--- config.mk ---
export PLATFORM = sky130hd
export DESIGN_NAME = tl_egress_flat
export DESIGN_NICKNAME = d
export VERILOG_FILES = /design/src/rtl/tl_egress_if.sv /design/src/rtl/tl_egress.sv /design/src/flat_wrapper.sv
export SDC_FILE = /design/constraint.sdc
export NUM_CORES = 1
export LEC_CHECK = 0
export ABC_AREA = 0
export BUFFER_PORTS_ARGS = -buffer_cell sky130_fd_sc_hd__buf_2
export CAP_MARGIN = 20
export CORE_MARGIN = 5
export CORE_UTILIZATION = 25
export DETAILED_ROUTE_END_ITERATION = 8
export GPL_TIMING_DRIVEN = 0
export HOLD_SLACK_MARGIN = 0.03
export PLACE_DENSITY_LB_ADDON = 0.25
export SETUP_SLACK_MARGIN = 0.02
export SYNTH_ARGS = -nofsm -noshare
export SYNTH_HDL_FRONTEND = slang
export SYNTH_SLANG_ARGS = --single-unit
--- constraint.sdc ---
create_clock -name clk -period 8.6 [get_ports clk]
set_input_delay 0.43 -clock clk [delete_from_list [all_inputs] [get_ports clk]]
set_output_delay 0.43 -clock clk [all_outputs]
set_load 0.03 [all_outputs]
--- src/rtl/tl_egress_if.sv ---
// Egress bundle for tl_egress: router flit ejection, credit return and the
// outgoing AXI stream. The master modport is the tl_egress side.
interface tl_egress_if #(
  parameter int D_WIDTH     = 32,
  parameter int AXI_D_WIDTH = 24,
  parameter int VID_BITS    = 6,
  parameter int DEST_BITS   = 4
);
  logic [D_WIDTH-1:0]     flit_in;
  logic                   flit_valid;
  logic                   credit_valid;
  logic [VID_BITS-1:0]    credit_vid;
  logic [AXI_D_WIDTH-1:0] out_tdata;
  logic                   out_tvalid;
  logic                   out_tlast;
  logic [DEST_BITS-1:0]   out_tuser;
  logic                   out_tready;

  modport master (
    input  flit_in, flit_valid, out_tready,
    output credit_valid, credit_vid, out_tdata, out_tvalid, out_tlast, out_tuser
  );

  modport slave (
    output flit_in, flit_valid, out_tready,
    input  credit_valid, credit_vid, out_tdata, out_tvalid, out_tlast, out_tuser
  );
endinterface

--- src/rtl/tl_egress.sv ---
// Egress transport layer: per-VC flit buffers, packet reassembly onto an AXI
// stream, credit return per pop. Optional packet counter: TL_EGRESS_STATS_EN.
module tl_egress #(
  parameter int D_WIDTH     = 32,
  parameter int AXI_D_WIDTH = 24,
  parameter int VID_BITS    = 6,
  parameter int TYPE_BITS   = 2,
  parameter int DEST_BITS   = 4,
  parameter int NUM_VC      = 4,
  parameter int BUF_DEPTH   = 4
) (
  input  logic        clk,
  input  logic        rst,
  tl_egress_if.master bus,
  output logic        err_overflow,
  output logic        err_proto,
  output logic [15:0] pkt_count
);
  localparam int VC_W  = $clog2(NUM_VC);
  localparam int PTR_W = $clog2(BUF_DEPTH);
  localparam int CNT_W = PTR_W + 1;
  // The VID only steers the write, so buffers hold type + payload only
  localparam int FW    = D_WIDTH - VID_BITS;

  localparam logic [TYPE_BITS-1:0] T_CRD  = TYPE_BITS'(0);
  localparam logic [TYPE_BITS-1:0] T_TAIL = TYPE_BITS'(1);
  localparam logic [TYPE_BITS-1:0] T_HDR  = TYPE_BITS'(3);
  localparam logic [VID_BITS:0]    VC_LIM = (VID_BITS+1)'(NUM_VC);
  localparam logic [CNT_W-1:0]     FULL_C = CNT_W'(BUF_DEPTH);

  typedef enum logic [0:0] {ST_IDLE, ST_STREAM} state_t;

  function automatic logic [TYPE_BITS-1:0] word_type(input logic [FW-1:0] w);
    return w[FW-1 -: TYPE_BITS];
  endfunction

  function automatic logic [DEST_BITS-1:0] word_tag(input logic [FW-1:0] w);
    return w[AXI_D_WIDTH-1 -: DEST_BITS];
  endfunction

  logic [FW-1:0]          mem_r [NUM_VC][BUF_DEPTH];
  logic [PTR_W-1:0]       wr_ptr_r [NUM_VC];
  logic [PTR_W-1:0]       rd_ptr_r [NUM_VC];
  logic [CNT_W-1:0]       cnt_r [NUM_VC];
  logic [FW-1:0]          head_s [NUM_VC];
  logic [NUM_VC-1:0]      nonempty_s;
  logic [NUM_VC-1:0]      wr_hit_s;
  logic [NUM_VC-1:0]      pop_hit_s;

  logic [VID_BITS-1:0]    wr_vid_s;
  logic [TYPE_BITS-1:0]   wr_type_s;
  logic [VC_W-1:0]        wr_vc_s;
  logic                   wr_en_s;
  logic                   ovf_s;
  logic                   bad_vid_s;

  state_t                 state_r, state_nxt_s;
  logic [VC_W-1:0]        vc_r;
  logic [VC_W-1:0]        rr_ptr_r;
  logic [DEST_BITS-1:0]   tag_r;
  logic [VC_W-1:0]        sel_vc_s;
  logic                   found_s;
  logic [FW-1:0]          strm_head_s;
  logic                   pop_en_s;
  logic [VC_W-1:0]        pop_vc_s;
  logic                   latch_s;
  logic                   proto_s;
  logic                   tail_hs_s;
  logic                   tvalid_s;
  logic                   tlast_s;
  logic [AXI_D_WIDTH-1:0] tdata_s;

  logic                   credit_valid_r;
  logic [VID_BITS-1:0]    credit_vid_r;
  logic                   err_overflow_r;
  logic                   err_proto_r;

  // Write-side decode: legal VID, non-credit type, room by pre-pop occupancy
  always_comb begin
    wr_vid_s  = bus.flit_in[D_WIDTH-1 -: VID_BITS];
    wr_type_s = bus.flit_in[FW-1 -: TYPE_BITS];
    wr_vc_s   = wr_vid_s[VC_W-1:0];
    wr_en_s   = 1'b0;
    ovf_s     = 1'b0;
    bad_vid_s = 1'b0;
    if (bus.flit_valid && (wr_type_s != T_CRD)) begin
      if ({1'b0, wr_vid_s} < VC_LIM) begin
        if (cnt_r[wr_vc_s] == FULL_C) begin
          ovf_s = 1'b1;
        end else begin
          wr_en_s = 1'b1;
        end
      end else begin
        bad_vid_s = 1'b1;
      end
    end else begin
      wr_en_s = 1'b0;
    end
  end

  // Buffer heads and occupancy flags
  always_comb begin
    for (int v = 0; v < NUM_VC; v++) begin
      head_s[v]     = mem_r[v][rd_ptr_r[v]];
      nonempty_s[v] = (cnt_r[v] != CNT_W'(0));
    end
  end

  // Round-robin pick of the first non-empty VC at or after rr_ptr_r
  always_comb begin
    logic [VC_W-1:0] idx_v;
    sel_vc_s = rr_ptr_r;
    found_s  = 1'b0;
    for (int i = 0; i < NUM_VC; i++) begin
      idx_v = rr_ptr_r + VC_W'(i);
      if (!found_s && nonempty_s[idx_v]) begin
        sel_vc_s = idx_v;
        found_s  = 1'b1;
      end else begin
        found_s = found_s;
      end
    end
  end

  // Read FSM next-state, pop control and stream outputs
  always_comb begin
    state_nxt_s = state_r;
    pop_en_s    = 1'b0;
    pop_vc_s    = vc_r;
    latch_s     = 1'b0;
    proto_s     = 1'b0;
    tail_hs_s   = 1'b0;
    tvalid_s    = 1'b0;
    tlast_s     = 1'b0;
    tdata_s     = {AXI_D_WIDTH{1'b0}};
    strm_head_s = head_s[vc_r];
    case (state_r)
      ST_IDLE: begin
        if (found_s) begin
          pop_en_s = 1'b1;
          pop_vc_s = sel_vc_s;
          if (word_type(head_s[sel_vc_s]) == T_HDR) begin
            latch_s     = 1'b1;
            state_nxt_s = ST_STREAM;
          end else begin
            proto_s = 1'b1;
          end
        end else begin
          state_nxt_s = ST_IDLE;
        end
      end
      ST_STREAM: begin
        if (!nonempty_s[vc_r]) begin
          state_nxt_s = ST_STREAM;
        end else if (word_type(strm_head_s) == T_HDR) begin
          // Header in mid-packet: abandon the packet, leave header for IDLE
          proto_s     = 1'b1;
          state_nxt_s = ST_IDLE;
        end else begin
          tvalid_s = 1'b1;
          tdata_s  = strm_head_s[AXI_D_WIDTH-1:0];
          tlast_s  = (word_type(strm_head_s) == T_TAIL);
          if (bus.out_tready) begin
            pop_en_s = 1'b1;
            if (tlast_s) begin
              tail_hs_s   = 1'b1;
              state_nxt_s = ST_IDLE;
            end else begin
              state_nxt_s = ST_STREAM;
            end
          end else begin
            state_nxt_s = ST_STREAM;
          end
        end
      end
      default: state_nxt_s = ST_IDLE;
    endcase
  end

  // Per-VC write/pop strobes
  always_comb begin
    for (int v = 0; v < NUM_VC; v++) begin
      wr_hit_s[v]  = wr_en_s  && (wr_vc_s  == VC_W'(v));
      pop_hit_s[v] = pop_en_s && (pop_vc_s == VC_W'(v));
    end
  end

  // Buffer storage (contents need no reset, pointers gate visibility)
  always_ff @(posedge clk) begin
    if (wr_en_s) begin
      mem_r[wr_vc_s][wr_ptr_r[wr_vc_s]] <= bus.flit_in[FW-1:0];
    end
  end

  // Buffer pointers and occupancy
  always_ff @(posedge clk) begin
    for (int v = 0; v < NUM_VC; v++) begin
      if (rst) begin
        wr_ptr_r[v] <= PTR_W'(0);
        rd_ptr_r[v] <= PTR_W'(0);
        cnt_r[v]    <= CNT_W'(0);
      end else begin
        if (wr_hit_s[v]) begin
          wr_ptr_r[v] <= wr_ptr_r[v] + PTR_W'(1);
        end
        if (pop_hit_s[v]) begin
          rd_ptr_r[v] <= rd_ptr_r[v] + PTR_W'(1);
        end
        cnt_r[v] <= cnt_r[v] + CNT_W'(wr_hit_s[v]) - CNT_W'(pop_hit_s[v]);
      end
    end
  end

  // FSM state, granted VC, packet tag and round-robin pointer
  always_ff @(posedge clk) begin
    if (rst) begin
      state_r  <= ST_IDLE;
      vc_r     <= VC_W'(0);
      tag_r    <= DEST_BITS'(0);
      rr_ptr_r <= VC_W'(0);
    end else begin
      state_r <= state_nxt_s;
      if (latch_s) begin
        vc_r  <= sel_vc_s;
        tag_r <= word_tag(head_s[sel_vc_s]);
      end
      if (tail_hs_s) begin
        rr_ptr_r <= vc_r + VC_W'(1);
      end
    end
  end

  // Credit return one cycle after each pop; sticky error flags
  always_ff @(posedge clk) begin
    if (rst) begin
      credit_valid_r <= 1'b0;
      credit_vid_r   <= VID_BITS'(0);
      err_overflow_r <= 1'b0;
      err_proto_r    <= 1'b0;
    end else begin
      credit_valid_r <= pop_en_s;
      if (pop_en_s) begin
        credit_vid_r <= {{(VID_BITS-VC_W){1'b0}}, pop_vc_s};
      end
      err_overflow_r <= err_overflow_r | ovf_s;
      err_proto_r    <= err_proto_r | bad_vid_s | proto_s;
    end
  end

  assign bus.out_tvalid   = tvalid_s;
  assign bus.out_tdata    = tdata_s;
  assign bus.out_tlast    = tlast_s;
  assign bus.out_tuser    = tag_r;
  assign bus.credit_valid = credit_valid_r;
  assign bus.credit_vid   = credit_vid_r;
  assign err_overflow     = err_overflow_r;
  assign err_proto        = err_proto_r;

`ifdef TL_EGRESS_STATS_EN
  logic [15:0] pkt_cnt_r;

  // Delivered packets, counted at each tail handshake; wraps at 16 bits
  always_ff @(posedge clk) begin
    if (rst) begin
      pkt_cnt_r <= 16'd0;
    end else if (tail_hs_s) begin
      pkt_cnt_r <= pkt_cnt_r + 16'd1;
    end
  end

  assign pkt_count = pkt_cnt_r;
`else
  assign pkt_count = 16'd0;
`endif

endmodule

--- src/flat_wrapper.sv ---
// flat-port wrapper written by rule: the top's interface ports become plain ports
module tl_egress_flat 
#(
  parameter int D_WIDTH     = 32,
  parameter int AXI_D_WIDTH = 24,
  parameter int VID_BITS    = 6,
  parameter int TYPE_BITS   = 2,
  parameter int DEST_BITS   = 4,
  parameter int NUM_VC      = 4,
  parameter int BUF_DEPTH   = 4
)
  (clk, rst, err_overflow, err_proto, pkt_count, bus_flit_in, bus_flit_valid, bus_out_tready, bus_credit_valid, bus_credit_vid, bus_out_tdata, bus_out_tvalid, bus_out_tlast, bus_out_tuser);
  tl_egress_if #(.D_WIDTH(D_WIDTH), .AXI_D_WIDTH(AXI_D_WIDTH), .VID_BITS(VID_BITS), .DEST_BITS(DEST_BITS)) bus_i ();
  input  logic clk;
  input  logic rst;
  output logic err_overflow;
  output logic err_proto;
  output logic [15:0] pkt_count;
  input wire logic [$bits(bus_i.flit_in)-1:0] bus_flit_in;
  input wire logic [$bits(bus_i.flit_valid)-1:0] bus_flit_valid;
  input wire logic [$bits(bus_i.out_tready)-1:0] bus_out_tready;
  output wire logic [$bits(bus_i.credit_valid)-1:0] bus_credit_valid;
  output wire logic [$bits(bus_i.credit_vid)-1:0] bus_credit_vid;
  output wire logic [$bits(bus_i.out_tdata)-1:0] bus_out_tdata;
  output wire logic [$bits(bus_i.out_tvalid)-1:0] bus_out_tvalid;
  output wire logic [$bits(bus_i.out_tlast)-1:0] bus_out_tlast;
  output wire logic [$bits(bus_i.out_tuser)-1:0] bus_out_tuser;
  assign bus_i.flit_in = bus_flit_in;
  assign bus_i.flit_valid = bus_flit_valid;
  assign bus_i.out_tready = bus_out_tready;
  assign bus_credit_valid = bus_i.credit_valid;
  assign bus_credit_vid = bus_i.credit_vid;
  assign bus_out_tdata = bus_i.out_tdata;
  assign bus_out_tvalid = bus_i.out_tvalid;
  assign bus_out_tlast = bus_i.out_tlast;
  assign bus_out_tuser = bus_i.out_tuser;
  tl_egress #(.D_WIDTH(D_WIDTH), .AXI_D_WIDTH(AXI_D_WIDTH), .VID_BITS(VID_BITS), .TYPE_BITS(TYPE_BITS), .DEST_BITS(DEST_BITS), .NUM_VC(NUM_VC), .BUF_DEPTH(BUF_DEPTH)) u_core (.clk(clk), .rst(rst), .bus(bus_i), .err_overflow(err_overflow), .err_proto(err_proto), .pkt_count(pkt_count));
endmodule
==> impl_metrics.xml, run 1 <==
<?xml version="1.0" encoding="UTF-8"?>
<metrics>
  <group name="outcome">
    <metric name="status" unit="">finished, final reports clean</metric>
  </group>
  <group name="clock_network">
    <metric name="cts.clk_slew.worst_paths" unit="ns">0.06</metric>
    <metric name="clock_tree.htree_level_count" unit="">2</metric>
    <metric name="clock_insertion_delay_worst_skew" unit="ns">0.60</metric>
    <metric name="clock_tree.buffer_depth" unit="">3</metric>
    <metric name="tritoncts" unit="">yes</metric>
    <metric name="tritoncts.num_buffers" unit="">48</metric>
    <metric name="number_of_post_cts_setup_repair_buffers" unit="">0</metric>
    <metric name="post_cts_resize_count" unit="">0</metric>
    <metric name="clock-sinks" unit="">458</metric>
    <metric name="hold_buffers" unit="">0</metric>
    <metric name="clk_root_buf" unit="">clkbuf_16</metric>
  </group>
  <group name="placement">
    <metric name="place_congestion" unit="">0.720</metric>
    <metric name="hpwl" unit="mm">33.8</metric>
    <metric name="placedInstanceArea" unit="mm2">0.0209</metric>
    <metric name="portBuffers" unit="">70</metric>
  </group>
  <group name="yosys">
    <metric name="dominant_combinational_cell_family_by_area_after_synthesis" unit="">multiplexers</metric>
    <metric name="synth-main-ff-cell" unit="">edfxtp_1</metric>
    <metric name="ys_ff_latch" unit="">458</metric>
    <metric name="synth_xor_area_share" unit="%">0.800</metric>
    <metric name="synthesized_area_divided_by_synthesized_cell_count" unit="um2">20.5</metric>
    <metric name="syn-instance-count" unit="">910</metric>
    <metric name="post_synth_instance_area" unit="mm2">0.0186</metric>
    <metric name="ys_async_sr_fraction" unit="%">0</metric>
    <metric name="yosysWarningCount" unit="">0</metric>
    <metric name="synth_edf_count" unit="">432</metric>
    <metric name="synth-compound-area-share" unit="%">2.16</metric>
    <metric name="synth_simple_gate_area_share" unit="%">4.90</metric>
    <metric name="synth_seq_area_share" unit="%">72.5</metric>
    <metric name="post_synth_fa_ha_maj_area_fraction" unit="%">0.967</metric>
    <metric name="ys_types" unit="">58</metric>
    <metric name="post_synth_mux_area_share" unit="%">16.5</metric>
  </group>
  <group name="final_layout">
    <metric name="fillCellCount" unit="">7227</metric>
    <metric name="ff_latch_area" unit="mm2">0.0135</metric>
    <metric name="synth_to_final_area_change" unit="%">20.8</metric>
    <metric name="drive_above_1_share" unit="%">34.5</metric>
    <metric name="fin_area" unit="mm2">0.0225</metric>
    <metric name="combined_area_of_the_multi_input_logic_cells" unit="mm2">0.00490</metric>
    <metric name="nets" unit="">1144</metric>
  </group>
  <group name="global_routing">
    <metric name="grt_overflow_total" unit="">0</metric>
    <metric name="grtUsageTotal" unit="%">12.2</metric>
    <metric name="grt_start_max_net_pins" unit="">21</metric>
    <metric name="grt_antenna_before_repair" unit="">5</metric>
    <metric name="grt_pass1_vias" unit="">10100</metric>
    <metric name="global_route_wire_length_before_repair" unit="mm">71.8</metric>
  </group>
  <group name="timing">
    <metric name="worst_clock_skew" unit="ns">0.0211</metric>
    <metric name="setup-tns-final" unit="ns">0</metric>
    <metric name="worst_max_slew_pin_slew" unit="ns">1.12</metric>
    <metric name="slew_headroom" unit="%">25.2</metric>
    <metric name="finalMaxSlewViolations" unit="">0</metric>
    <metric name="final.min_clock_period" unit="ns">4.56</metric>
    <metric name="timing.final.setup_violations" unit="">0</metric>
    <metric name="grt_setup_unrepaired" unit="">false</metric>
    <metric name="final.period_utilization" unit="%">53.1</metric>
    <metric name="timing_hold_violations_final" unit="">0</metric>
    <metric name="achievable-frequency" unit="MHz">219</metric>
  </group>
  <group name="worst_setup_path">
    <metric name="critical_path.startpoint" unit="">u_core.rd_ptr_r[1][1]</metric>
    <metric name="path_cells" unit="">clkbuf_1 -&gt; mux4_2 -&gt; mux4_2 -&gt; nand2_2 -&gt; clkbuf_1 -&gt; and3_1 -&gt; buf_2</metric>
    <metric name="timing.critical_path.arrival" unit="ns">4.13</metric>
    <metric name="worst-r2r-setup-slack" unit="ns">4.25</metric>
    <metric name="worst_ep_required_time" unit="ns">8.17</metric>
    <metric name="slowest_stage_cell_cp" unit="">clkbuf_1</metric>
    <metric name="critical_path.endpoint_type" unit="">output port</metric>
    <metric name="critical_register_to_register_path_startpoint" unit="">u_core.rd_ptr_r[1][1]</metric>
    <metric name="crit_fanout" unit="">10</metric>
    <metric name="setup.worst_path.class" unit="">flip-flop to output port</metric>
    <metric name="worstSetupStartpointType" unit="">flip-flop</metric>
    <metric name="cpPeakStageDelay" unit="ns">0.71</metric>
  </group>
  <group name="routing">
    <metric name="avgViaCountPerCell" unit="">4.49</metric>
    <metric name="num_vias" unit="">9464</metric>
    <metric name="routed-wl-met3" unit="mm">2.54</metric>
    <metric name="detail_route.iter0.violations" unit="">882</metric>
    <metric name="ant_nets" unit="">0</metric>
    <metric name="wire_length_after_detailed_routing" unit="mm">49.2</metric>
    <metric name="remaining_routing_drc_violations" unit="">0</metric>
    <metric name="highest_layer" unit="">met4</metric>
    <metric name="drt-met1-wl" unit="mm">22.9</metric>
    <metric name="routed-wl-met2" unit="mm">23.0</metric>
    <metric name="drtPass1Iterations" unit="">4</metric>
    <metric name="drt-wirelength-per-cell" unit="um">23.3</metric>
  </group>
  <group name="floorplanning">
    <metric name="initial_utilization" unit="%">25.1</metric>
    <metric name="io_pins" unit="">91</metric>
    <metric name="floorplan.die.height" unit="um">283</metric>
    <metric name="fp-row-count" unit="">100</metric>
    <metric name="fp.dieW" unit="um">283</metric>
    <metric name="design.die.area" unit="mm2">0.0800</metric>
    <metric name="fp.coreArea" unit="mm2">0.0742</metric>
  </group>
  <group name="job">
    <metric name="maxCapViolCount" unit="">0</metric>
  </group>
  <group name="power_and_ir_drop">
    <metric name="powerDensity" unit="mW/mm2">259</metric>
    <metric name="p_clk_share" unit="%">34.5</metric>
    <metric name="irDropWorstVdd" unit="uV">118</metric>
    <metric name="combPwrFrac" unit="%">22.3</metric>
    <metric name="seqPwrFrac" unit="%">43.1</metric>
    <metric name="int_power" unit="mW">4.15</metric>
    <metric name="p_total" unit="mW">5.82</metric>
    <metric name="sw_pwr" unit="mW">1.67</metric>
    <metric name="static-leakage-power" unit="nW">7.30</metric>
    <metric name="swShare" unit="%">28.7</metric>
  </group>
  <group name="hold_path">
    <metric name="min-delay-start" unit="">bus_flit_in[13]</metric>
    <metric name="timing.hold.worst.class" unit="">input pin to flip-flop</metric>
  </group>
</metrics>
## cells in the mapped netlist (2+ instances only)
cell / number / share of area, %
nor3_2: 8 / 0.43
or2_2: 6 / 0.20
nand3_1: 2 / 0.054
nand4b_1: 5 / 0.24
nor3_1: 8 / 0.22
buf_4: 25 / 1.0
ha_1: 8 / 0.54
or4_1: 3 / 0.12
inv_1: 19 / 0.38
dfxtp_1: 26 / 2.8
edfxtp_1: 432 / 70
o21bai_1: 4 / 0.16
nor3_4: 2 / 0.17
mux4_2: 135 / 16
o311ai_1: 2 / 0.094
nor2_1: 44 / 0.89
o21ai_0: 4 / 0.11
o41ai_2: 4 / 0.35
a21oi_1: 3 / 0.081
nor2b_1: 18 / 0.60
a211o_1: 2 / 0.094
nand2b_1: 4 / 0.13
o32ai_2: 2 / 0.17
fa_1: 4 / 0.43
nand4_1: 2 / 0.067
clkbuf_1: 27 / 0.54
a31oi_1: 4 / 0.13
buf_1: 11 / 0.22
nor4_1: 6 / 0.20
xor2_1: 2 / 0.094
and2_1: 2 / 0.067
a211oi_1: 9 / 0.36
mux2i_1: 2 / 0.11
and3_1: 25 / 0.84
nand2_1: 12 / 0.24
xnor2_1: 15 / 0.71
or3_1: 2 / 0.067
## critical path: cells and delay by family, from the launching register on
kind / cells / cell delay, ns
DFF: 1 / 0.32
buffers and inverters: 3 / 1.58
muxes: 2 / 1.01
and+or+nand+nor: 2 / 0.62
## registers in the layout, indices dropped and copies added (netlist names), 2 cells and up
signal                 cells
u_core.bus.credit_vid      2
u_core.rd_ptr_r            8
u_core.wr_ptr_r            8
u_core.vc_r                2
u_core.rr_ptr_r            2
u_core.mem_r             416
u_core.bus.out_tuser       4
u_core.cnt_r              12
## stage by stage
stage	setup WS (ns)	std cells	hold slack, ns	util [%]
3_5_place_dp	4.18	2012	0.481	28.2
6_report	4.04	2108	0.204	30.3
2_1_floorplan	3.60	929	0.475	-
5_1_grt	3.89	2105	0.193	30.3
4_1_cts	3.96	2102	0.171	30.3
3_3_place_gp	-0.860	1968	0.457	27.3
## cells in the final DEF (no fill, tap or decap), drive strengths merged, types with 4 or more instances in the layout
| cell type | count |
|---|---|
| a211oi | 9 |
| a31oi | 4 |
| and3 | 25 |
| buf | 153 |
| clkbuf | 90 |
| clkinv | 23 |
| conb | 20 |
| dfxtp | 26 |
| edfxtp | 432 |
| fa | 4 |
| ha | 8 |
| inv | 22 |
| mux4 | 135 |
| nand2 | 13 |
| nand2b | 4 |
| nand4b | 5 |
| nor2 | 45 |
| nor2b | 18 |
| nor3 | 18 |
| nor4 | 6 |
| o21ai | 5 |
| o21bai | 4 |
| o41ai | 4 |
| or2 | 7 |
| or4 | 4 |
| xnor2 | 15 |
## power by group through the flow
stage	Clock (mW)	Combinational, mW	Sequential, mW
2_1_floorplan	0	0.873	2.57
3_3_place_gp	0	1.27	2.56
3_5_place_dp	0	1.31	2.56
4_1_cts	2.07	1.32	2.51
5_1_grt	2.17	1.42	2.52
6_report	2.01	1.30	2.51
## per-layer routing
layer / up-vias / GRT usage (%)
met4: 0 / 2.67
met5: - / 0
met3: 44 / 2.49
li1: 4101 / -
met1: 5088 / 17.4
met2: 231 / 19.3
## area by class of cell
class                      count  area share, %
sequential                   458           60.0
timing repair buffer         117           4.31
inverter                      20          0.334
buffer                        64           1.49
tap                          969           5.39
clock inverter                28          0.923
antenna                        3         0.0334
multi-input combinational    387           21.8
clock buffer                  62           5.76
## cells by family (layout without fill, tap and decap cells)
kind of cell,count (synthesis),after routing
other,1,23
AND/OR/NAND/NOR,157,157
multiplexers,138,138
AO/OA/AOI/OAI,43,43
adder cells (fa/ha/maj),12,12
XOR/XNOR,17,17
flip-flops,458,458
buffers and inverters,84,291
## path summary, 6_finish.rpt
| kind | endpoint | cells past startpoint |
|---|---|---|
| hold reg to reg | u_core.err_overflow | 2 |
| hold / removal | u_core.mem_r[3][13] | 1 |
| setup / recovery | bus_out_tdata[21] | 7 |
| setup reg to reg | u_core.cnt_r[0][2] | 14 |
No activity file was read; power rests on OpenSTA's default activity.
==> run 2, diff against run 1 <==
Clock period 8.6 ns to 4 ns, I/O delays scaled along.
==> impl_metrics.xml, run 2 (same netlist as run 1, synthesis figures left out) <==
<?xml version="1.0" encoding="UTF-8"?>
<metrics>
  <group name="floorplanning">
    <metric name="initial_utilization" unit="%">25.1</metric>
    <metric name="io_pins" unit="">91</metric>
    <metric name="design.die.area" unit="mm2">0.0800</metric>
    <metric name="fp.coreArea" unit="mm2">0.0742</metric>
    <metric name="fp.dieW" unit="um">283</metric>
    <metric name="floorplan.die.height" unit="um">283</metric>
    <metric name="fp-row-count" unit="">100</metric>
  </group>
  <group name="worst_setup_path">
    <metric name="worst_ep_required_time" unit="ns">4.45</metric>
    <metric name="cp_num_buf_inv" unit="">2</metric>
    <metric name="slowest_stage_cell_cp" unit="">or4_1</metric>
    <metric name="worstSetupStartpointType" unit="">flip-flop</metric>
    <metric name="path_cells" unit="">nor3_4 -&gt; nor2_1 -&gt; or4_1 -&gt; a31oi_1 -&gt; nand2b_1 -&gt; nor2_1 -&gt; ha_1 -&gt; inv_1 -&gt; ha_1 -&gt; inv_1 -&gt; fa_1 -&gt; xor2_1 -&gt; xnor2_1 -&gt; nor2_1</metric>
    <metric name="cpMostUsedCell" unit="">nor2_1</metric>
    <metric name="setup.worst_path.class" unit="">flip-flop to flip-flop</metric>
    <metric name="crit_fanout" unit="">8</metric>
    <metric name="category_of_cells_accounting_for_the_largest_share_of_critical_path_delay" unit="">simple AND/OR/NAND/NOR gates</metric>
    <metric name="critical_path.endpoint_type" unit="">flip-flop</metric>
    <metric name="cpPeakStageDelay" unit="ns">0.63</metric>
    <metric name="timing.critical_path.arrival" unit="ns">4.22</metric>
  </group>
  <group name="final_layout">
    <metric name="layout.cells.most_common_list" unit="">edfxtp_1, mux4_2, buf_2</metric>
    <metric name="finalNonFillerCells" unit="">2140</metric>
    <metric name="synth_to_final_area_change" unit="%">23.4</metric>
    <metric name="post-route-util" unit="%">31.0</metric>
    <metric name="commonest_non_fill_non_tap_cell_in_the_layout" unit="">edfxtp_1</metric>
    <metric name="nets" unit="">1180</metric>
    <metric name="fillCellCount" unit="">7182</metric>
    <metric name="drive_above_1_share" unit="%">35.3</metric>
    <metric name="largest_reg_flops" unit="">416</metric>
  </group>
  <group name="routing">
    <metric name="ant_nets" unit="">0</metric>
    <metric name="num_vias" unit="">9652</metric>
    <metric name="drtPass1Iterations" unit="">5</metric>
    <metric name="drt-wirelength-per-cell" unit="um">23.2</metric>
    <metric name="wire_length_after_detailed_routing" unit="mm">49.7</metric>
    <metric name="avgViaCountPerCell" unit="">4.51</metric>
    <metric name="detail_route.iter0.violations" unit="">761</metric>
    <metric name="remaining_routing_drc_violations" unit="">0</metric>
  </group>
  <group name="job">
    <metric name="maxCapViolCount" unit="">0</metric>
  </group>
  <group name="timing">
    <metric name="slew_headroom" unit="%">28.5</metric>
    <metric name="timing.final.setup_violations" unit="">0</metric>
    <metric name="achievable-frequency" unit="MHz">265</metric>
    <metric name="setup-tns-final" unit="ns">0</metric>
    <metric name="grt_setup_unrepaired" unit="">false</metric>
    <metric name="finalMaxSlewViolations" unit="">0</metric>
    <metric name="worst_clock_skew" unit="ns">0.0207</metric>
    <metric name="worst_max_slew_pin_slew" unit="ns">1.07</metric>
    <metric name="final.min_clock_period" unit="ns">3.78</metric>
    <metric name="timing_hold_violations_final" unit="">0</metric>
    <metric name="final.period_utilization" unit="%">94.4</metric>
  </group>
  <group name="clock_network">
    <metric name="tritoncts" unit="">yes</metric>
    <metric name="clock_insertion_delay_worst_skew" unit="ns">0.60</metric>
    <metric name="clock-sinks" unit="">458</metric>
    <metric name="clk_root_buf" unit="">clkbuf_16</metric>
    <metric name="tritoncts.num_buffers" unit="">49</metric>
    <metric name="clock_tree.buffer_depth" unit="">3</metric>
    <metric name="cts.clk_slew.worst_paths" unit="ns">0.06</metric>
    <metric name="clock_tree.htree_level_count" unit="">2</metric>
  </group>
  <group name="power_and_ir_drop">
    <metric name="powerDensity" unit="mW/mm2">554</metric>
    <metric name="static-leakage-power" unit="nW">7.53</metric>
    <metric name="irDropWorstVdd" unit="uV">272</metric>
  </group>
  <group name="global_routing">
    <metric name="grtUsageTotal" unit="%">12.2</metric>
    <metric name="grt_antenna_before_repair" unit="">4</metric>
    <metric name="global_route_wire_length_before_repair" unit="mm">72.3</metric>
    <metric name="grt_overflow_total" unit="">0</metric>
    <metric name="grt_start_max_net_pins" unit="">21</metric>
    <metric name="grt_pass1_vias" unit="">10100</metric>
  </group>
  <group name="outcome">
    <metric name="status" unit="">finished, final reports clean</metric>
  </group>
  <group name="placement">
    <metric name="place_congestion" unit="">0.733</metric>
    <metric name="portBuffers" unit="">70</metric>
    <metric name="hpwl" unit="mm">33.6</metric>
    <metric name="place_inst" unit="">2018</metric>
  </group>
  <group name="hold_path">
    <metric name="timing.hold.worst.class" unit="">input pin to flip-flop</metric>
  </group>
</metrics>
-- run 2: timing repair --
item                                    4_1_cts  5_1_grt
hold buffers                                 27        0
hold endpoints to repair                    417        0
gates resized for setup                       9        7
endpoints found under the setup margin       31        4
pin swaps                                     0        0
buffers inserted                              6        1
-- run 2: layer usage --
metal  track usage (%)  vias up  share of wire, %
met5                 0        -             0.050
met4              3.15        4               2.0
met3              2.08       70               4.7
met2              19.5      266                47
met1              17.3     5145                46
li1                  -     4167                 -
-- run 2: area by class of cell --
type                    instances  area [um2]  share of cell area (%)
flip-flops and latches        458       13500                    58.7
multi-input cells             387        4940                    21.5
repair buffers                156        1370                    5.96
clock buffers                  64        1280                    5.58
well taps                     969        1210                    5.28
plain buffers                  60         348                    1.51
clock inverters                25         256                    1.12
inverters                      20        75.1                   0.327
diodes                          1        2.50                  0.0109
-- run 2: where the power goes --
part / total, mW / internal [mW] / switching [mW]
combinational: 2.87 / 1.24 / 1.63
sequential: 5.43 / 5.34 / 0.0913
clock: 4.43 / 2.53 / 1.90
total: 12.7 / 9.11 / 3.61
-- run 2: worst paths after layout --
path	end	cells after the start	slack (ns)	from
worst min-delay path	u_core.wr_ptr_r[1][0]	3	0.10	rst
worst min register to register	u_core.err_overflow	2	0.46	u_core.err_overflow
worst max-delay path	u_core.cnt_r[3][2]	14	0.22	u_core.cnt_r[2][2]
worst max register to register	u_core.cnt_r[3][2]	14	0.22	u_core.cnt_r[2][2]
-- run 2: worst register-to-register path, cell delays in order, from the launching register on --
cell and delay (ns):
dfxtp_1 0.36, nor3_4 0.45, nor2_1 0.12, or4_1 0.63
a31oi_1 0.39, nand2b_1 0.31, nor2_1 0.09, ha_1 0.30
inv_1 0.06, ha_1 0.14, inv_1 0.06, fa_1 0.40
xor2_1 0.17, xnor2_1 0.13, nor2_1 0.05
-- run 2: metrics by stage --
stage | hold WS (ns) | power (mW) | setup slack, ns | instance area (um2)
6_report | 0.104 | 12.7 | 0.224 | 23000
5_1_grt | 0.143 | 13.3 | 0.0255 | 23000
4_1_cts | 0.0818 | 12.9 | 0.0315 | 22900
3_5_place_dp | 0.459 | 8.34 | -0.383 | 21000
3_3_place_gp | 0.461 | 8.23 | -5.16 | 20300
2_1_floorplan | 0.299 | 7.41 | -0.551 | 18700
==> run 3, diff against run 2 <==
Settings changed: ABC_AREA 0 to 1, BUFFER_PORTS_ARGS -buffer_cell sky130_fd_sc_hd__buf_2 to -buffer_cell sky130_fd_sc_hd__clkbuf_2.
==> impl_metrics.xml, run 3 <==
<?xml version="1.0" encoding="UTF-8"?>
<metrics>
  <group name="yosys">
    <metric name="ys_types" unit="">49</metric>
    <metric name="synth_seq_area_share" unit="%">71.4</metric>
    <metric name="synth-main-ff-cell" unit="">edfxtp_1</metric>
    <metric name="synth_top_area_cell" unit="">edfxtp_1</metric>
    <metric name="netlist_top_cells_count" unit="">edfxtp_1, nand2_1, nand3_1</metric>
    <metric name="synth.area.top_cells" unit="">edfxtp_1, nand2_1, nand3_1, dfxtp_1, nor2_1</metric>
    <metric name="ys_ff_latch" unit="">458</metric>
    <metric name="most_instantiated_library_cell_after_synthesis" unit="">edfxtp_1</metric>
    <metric name="syn-instance-count" unit="">1528</metric>
    <metric name="post_synth_instance_area" unit="mm2">0.0189</metric>
    <metric name="ys_async_sr_fraction" unit="%">0</metric>
    <metric name="synthesized_area_divided_by_synthesized_cell_count" unit="um2">12.4</metric>
    <metric name="yosysWarningCount" unit="">0</metric>
    <metric name="synth_edf_count" unit="">432</metric>
    <metric name="synth_largest_type_area_fraction" unit="%">68.6</metric>
  </group>
  <group name="clock_network">
    <metric name="clock_insertion_delay_worst_skew" unit="ns">0.60</metric>
    <metric name="clock_tree.htree_level_count" unit="">2</metric>
    <metric name="clk_root_buf" unit="">clkbuf_16</metric>
    <metric name="cts.clk_slew.worst_paths" unit="ns">0.06</metric>
    <metric name="number_of_post_cts_setup_repair_buffers" unit="">0</metric>
    <metric name="clock_tree.buffer_depth" unit="">3</metric>
    <metric name="clock-sinks" unit="">458</metric>
    <metric name="tritoncts.num_buffers" unit="">47</metric>
    <metric name="tritoncts" unit="">yes</metric>
  </group>
  <group name="final_layout">
    <metric name="antenna_cells" unit="">0</metric>
    <metric name="layout.cells.most_common_list" unit="">edfxtp_1, nand2_1, nand3_1</metric>
    <metric name="largest_reg_flops" unit="">416</metric>
    <metric name="drive_above_1_share" unit="%">14.0</metric>
    <metric name="post-route-util" unit="%">29.9</metric>
    <metric name="nets" unit="">1727</metric>
    <metric name="commonest_non_fill_non_tap_cell_in_the_layout" unit="">edfxtp_1</metric>
    <metric name="synth_to_final_area_change" unit="%">18.1</metric>
    <metric name="finalNonFillerCells" unit="">2681</metric>
    <metric name="fin_area" unit="mm2">0.0223</metric>
  </group>
  <group name="timing">
    <metric name="achievable-frequency" unit="MHz">265</metric>
    <metric name="timing_hold_violations_final" unit="">0</metric>
    <metric name="final.min_clock_period" unit="ns">3.77</metric>
    <metric name="final.period_utilization" unit="%">94.3</metric>
    <metric name="worst_max_slew_pin_slew" unit="ns">0.955</metric>
    <metric name="finalMaxSlewViolations" unit="">0</metric>
    <metric name="slew_headroom" unit="%">36.2</metric>
    <metric name="grt_setup_unrepaired" unit="">false</metric>
    <metric name="worst_hold_slack" unit="ns">0.0617</metric>
    <metric name="timing.final.setup_violations" unit="">0</metric>
    <metric name="worst_clock_skew" unit="ns">0.0272</metric>
  </group>
  <group name="worst_setup_path">
    <metric name="timing.critical_path.arrival" unit="ns">3.57</metric>
    <metric name="category_of_cells_accounting_for_the_largest_share_of_critical_path_delay" unit="">buffers and inverters</metric>
    <metric name="worst_r2r_path_depth" unit="">20</metric>
    <metric name="worstSetupStartpointType" unit="">flip-flop</metric>
    <metric name="critical_path_cell_count" unit="">8</metric>
    <metric name="slowest_stage_cell_cp" unit="">a211oi_1</metric>
    <metric name="worst_ep_required_time" unit="ns">3.80</metric>
    <metric name="crit_fanout" unit="">10</metric>
    <metric name="path_cells" unit="">buf_4 -&gt; inv_2 -&gt; clkbuf_1 -&gt; buf_1 -&gt; nand2_1 -&gt; a32o_1 -&gt; a211oi_1 -&gt; clkbuf_2</metric>
    <metric name="cp_num_buf_inv" unit="">5</metric>
    <metric name="cpPeakStageDelay" unit="ns">0.70</metric>
    <metric name="critical_path.endpoint_type" unit="">output port</metric>
    <metric name="setup.worst_path.class" unit="">flip-flop to output port</metric>
  </group>
  <group name="floorplanning">
    <metric name="io_pins" unit="">91</metric>
    <metric name="design.die.area" unit="mm2">0.0812</metric>
    <metric name="fp.coreArea" unit="mm2">0.0747</metric>
    <metric name="fp-row-count" unit="">100</metric>
    <metric name="floorplan.die.height" unit="um">285</metric>
    <metric name="initial_utilization" unit="%">25.3</metric>
    <metric name="fp.dieW" unit="um">285</metric>
  </group>
  <group name="global_routing">
    <metric name="grt_start_max_net_pins" unit="">27</metric>
    <metric name="grt_antenna_before_repair" unit="">2</metric>
    <metric name="global_route_wire_length_before_repair" unit="mm">78.8</metric>
    <metric name="grt_overflow_total" unit="">0</metric>
    <metric name="grtUsageTotal" unit="%">12.7</metric>
    <metric name="grt_pass1_vias" unit="">12300</metric>
  </group>
  <group name="power_and_ir_drop">
    <metric name="irDropWorstVdd" unit="uV">289</metric>
    <metric name="static-leakage-power" unit="nW">7.50</metric>
    <metric name="powerDensity" unit="mW/mm2">590</metric>
    <metric name="p_total" unit="mW">13.2</metric>
  </group>
  <group name="routing">
    <metric name="remaining_routing_drc_violations" unit="">0</metric>
    <metric name="avgViaCountPerCell" unit="">4.67</metric>
    <metric name="wire_length_after_detailed_routing" unit="mm">53.1</metric>
    <metric name="ant_nets" unit="">0</metric>
    <metric name="detail_route.iter0.violations" unit="">1035</metric>
    <metric name="drtPass1Iterations" unit="">7</metric>
    <metric name="num_vias" unit="">12500</metric>
    <metric name="drt-wirelength-per-cell" unit="um">19.8</metric>
  </group>
  <group name="placement">
    <metric name="placedInstanceArea" unit="mm2">0.0209</metric>
    <metric name="place_congestion" unit="">0.848</metric>
    <metric name="place_inst" unit="">2596</metric>
    <metric name="portBuffers" unit="">70</metric>
    <metric name="hpwl" unit="mm">36.9</metric>
  </group>
  <group name="hold_path">
    <metric name="timing.hold.worst.class" unit="">input pin to flip-flop</metric>
    <metric name="worstHoldPathCells" unit="">1</metric>
  </group>
  <group name="outcome">
    <metric name="status" unit="">finished, final reports clean</metric>
  </group>
  <group name="job">
    <metric name="maxCapViolCount" unit="">0</metric>
  </group>
</metrics>
==> run 3: logic make-up after synthesis <==
logic type,Yosys count,synth area share [%]
AOI/OAI and AO/OA,204,6.97
xor gates and xnor gates,9,0.417
adders and majority gates,12,0.953
buffers and inverters,176,4.30
DFF,458,71.4
other,1,0.0198
and+or+nand+nor,668,16.0
==> run 3: timing repair <==
| item | 4_1_cts | 5_1_grt |
|---|---|---|
| endpoints found under the setup margin | 0 | 1 |
| resized for setup | 0 | 2 |
| hold buffers | 3 | 0 |
| endpoints found under the hold margin | 19 | 0 |
==> run 3: report_power, final <==
part	switching, mW	leakage (nW)	internal (mW)
Sequential	0.0656	4.12	5.35
Combinational	2.62	2.69	0.995
Clock	1.83	0.697	2.33
Total	4.51	7.50	8.68
==> run 3: area by class of cell <==
class,instances,area [um2]
clock buffer,58,1240
buffer,101,517
timing repair buffer,83,583
clock inverter,24,199
multi-input combinational,913,4790
tap,969,1210
sequential,458,13500
fill,7503,52400
inverter,75,297
==> run 3: path summary, 6_finish.rpt <==
check	slack, ns	to	startpoint
min reg2reg	0.47	u_core.cnt_r[3][2]	u_core.cnt_r[3][2]
max reg2reg	0.32	u_core.cnt_r[3][2]	u_core.rd_ptr_r[2][1]
min	0.06	u_core.mem_r[3][45]	bus_flit_in[19]
max	0.23	bus_out_tdata[12]	u_core.rd_ptr_r[3][0]
==> run 3: metrics by stage <==
step | worst slack (ns) | TNS (ns)
2_1_floorplan | 1.04 | 0
3_3_place_gp | -0.470 | -147.46
3_5_place_dp | 0.355 | 0
4_1_cts | 0.0392 | 0
5_1_grt | 0.0409 | 0
6_report | 0.228 | 0
==> run 3: layer usage <==
| layer | vias to the layer above | global-route usage (%) | wire [um] |
|---|---|---|---|
| li1 | 5831 | - | - |
| met4 | 2 | 3.35 | 1230 |
| met2 | 385 | 21.0 | 24900 |
| met5 | - | 0 | 12 |
| met3 | 78 | 2.52 | 3470 |
| met1 | 6218 | 17.2 | 23500 |
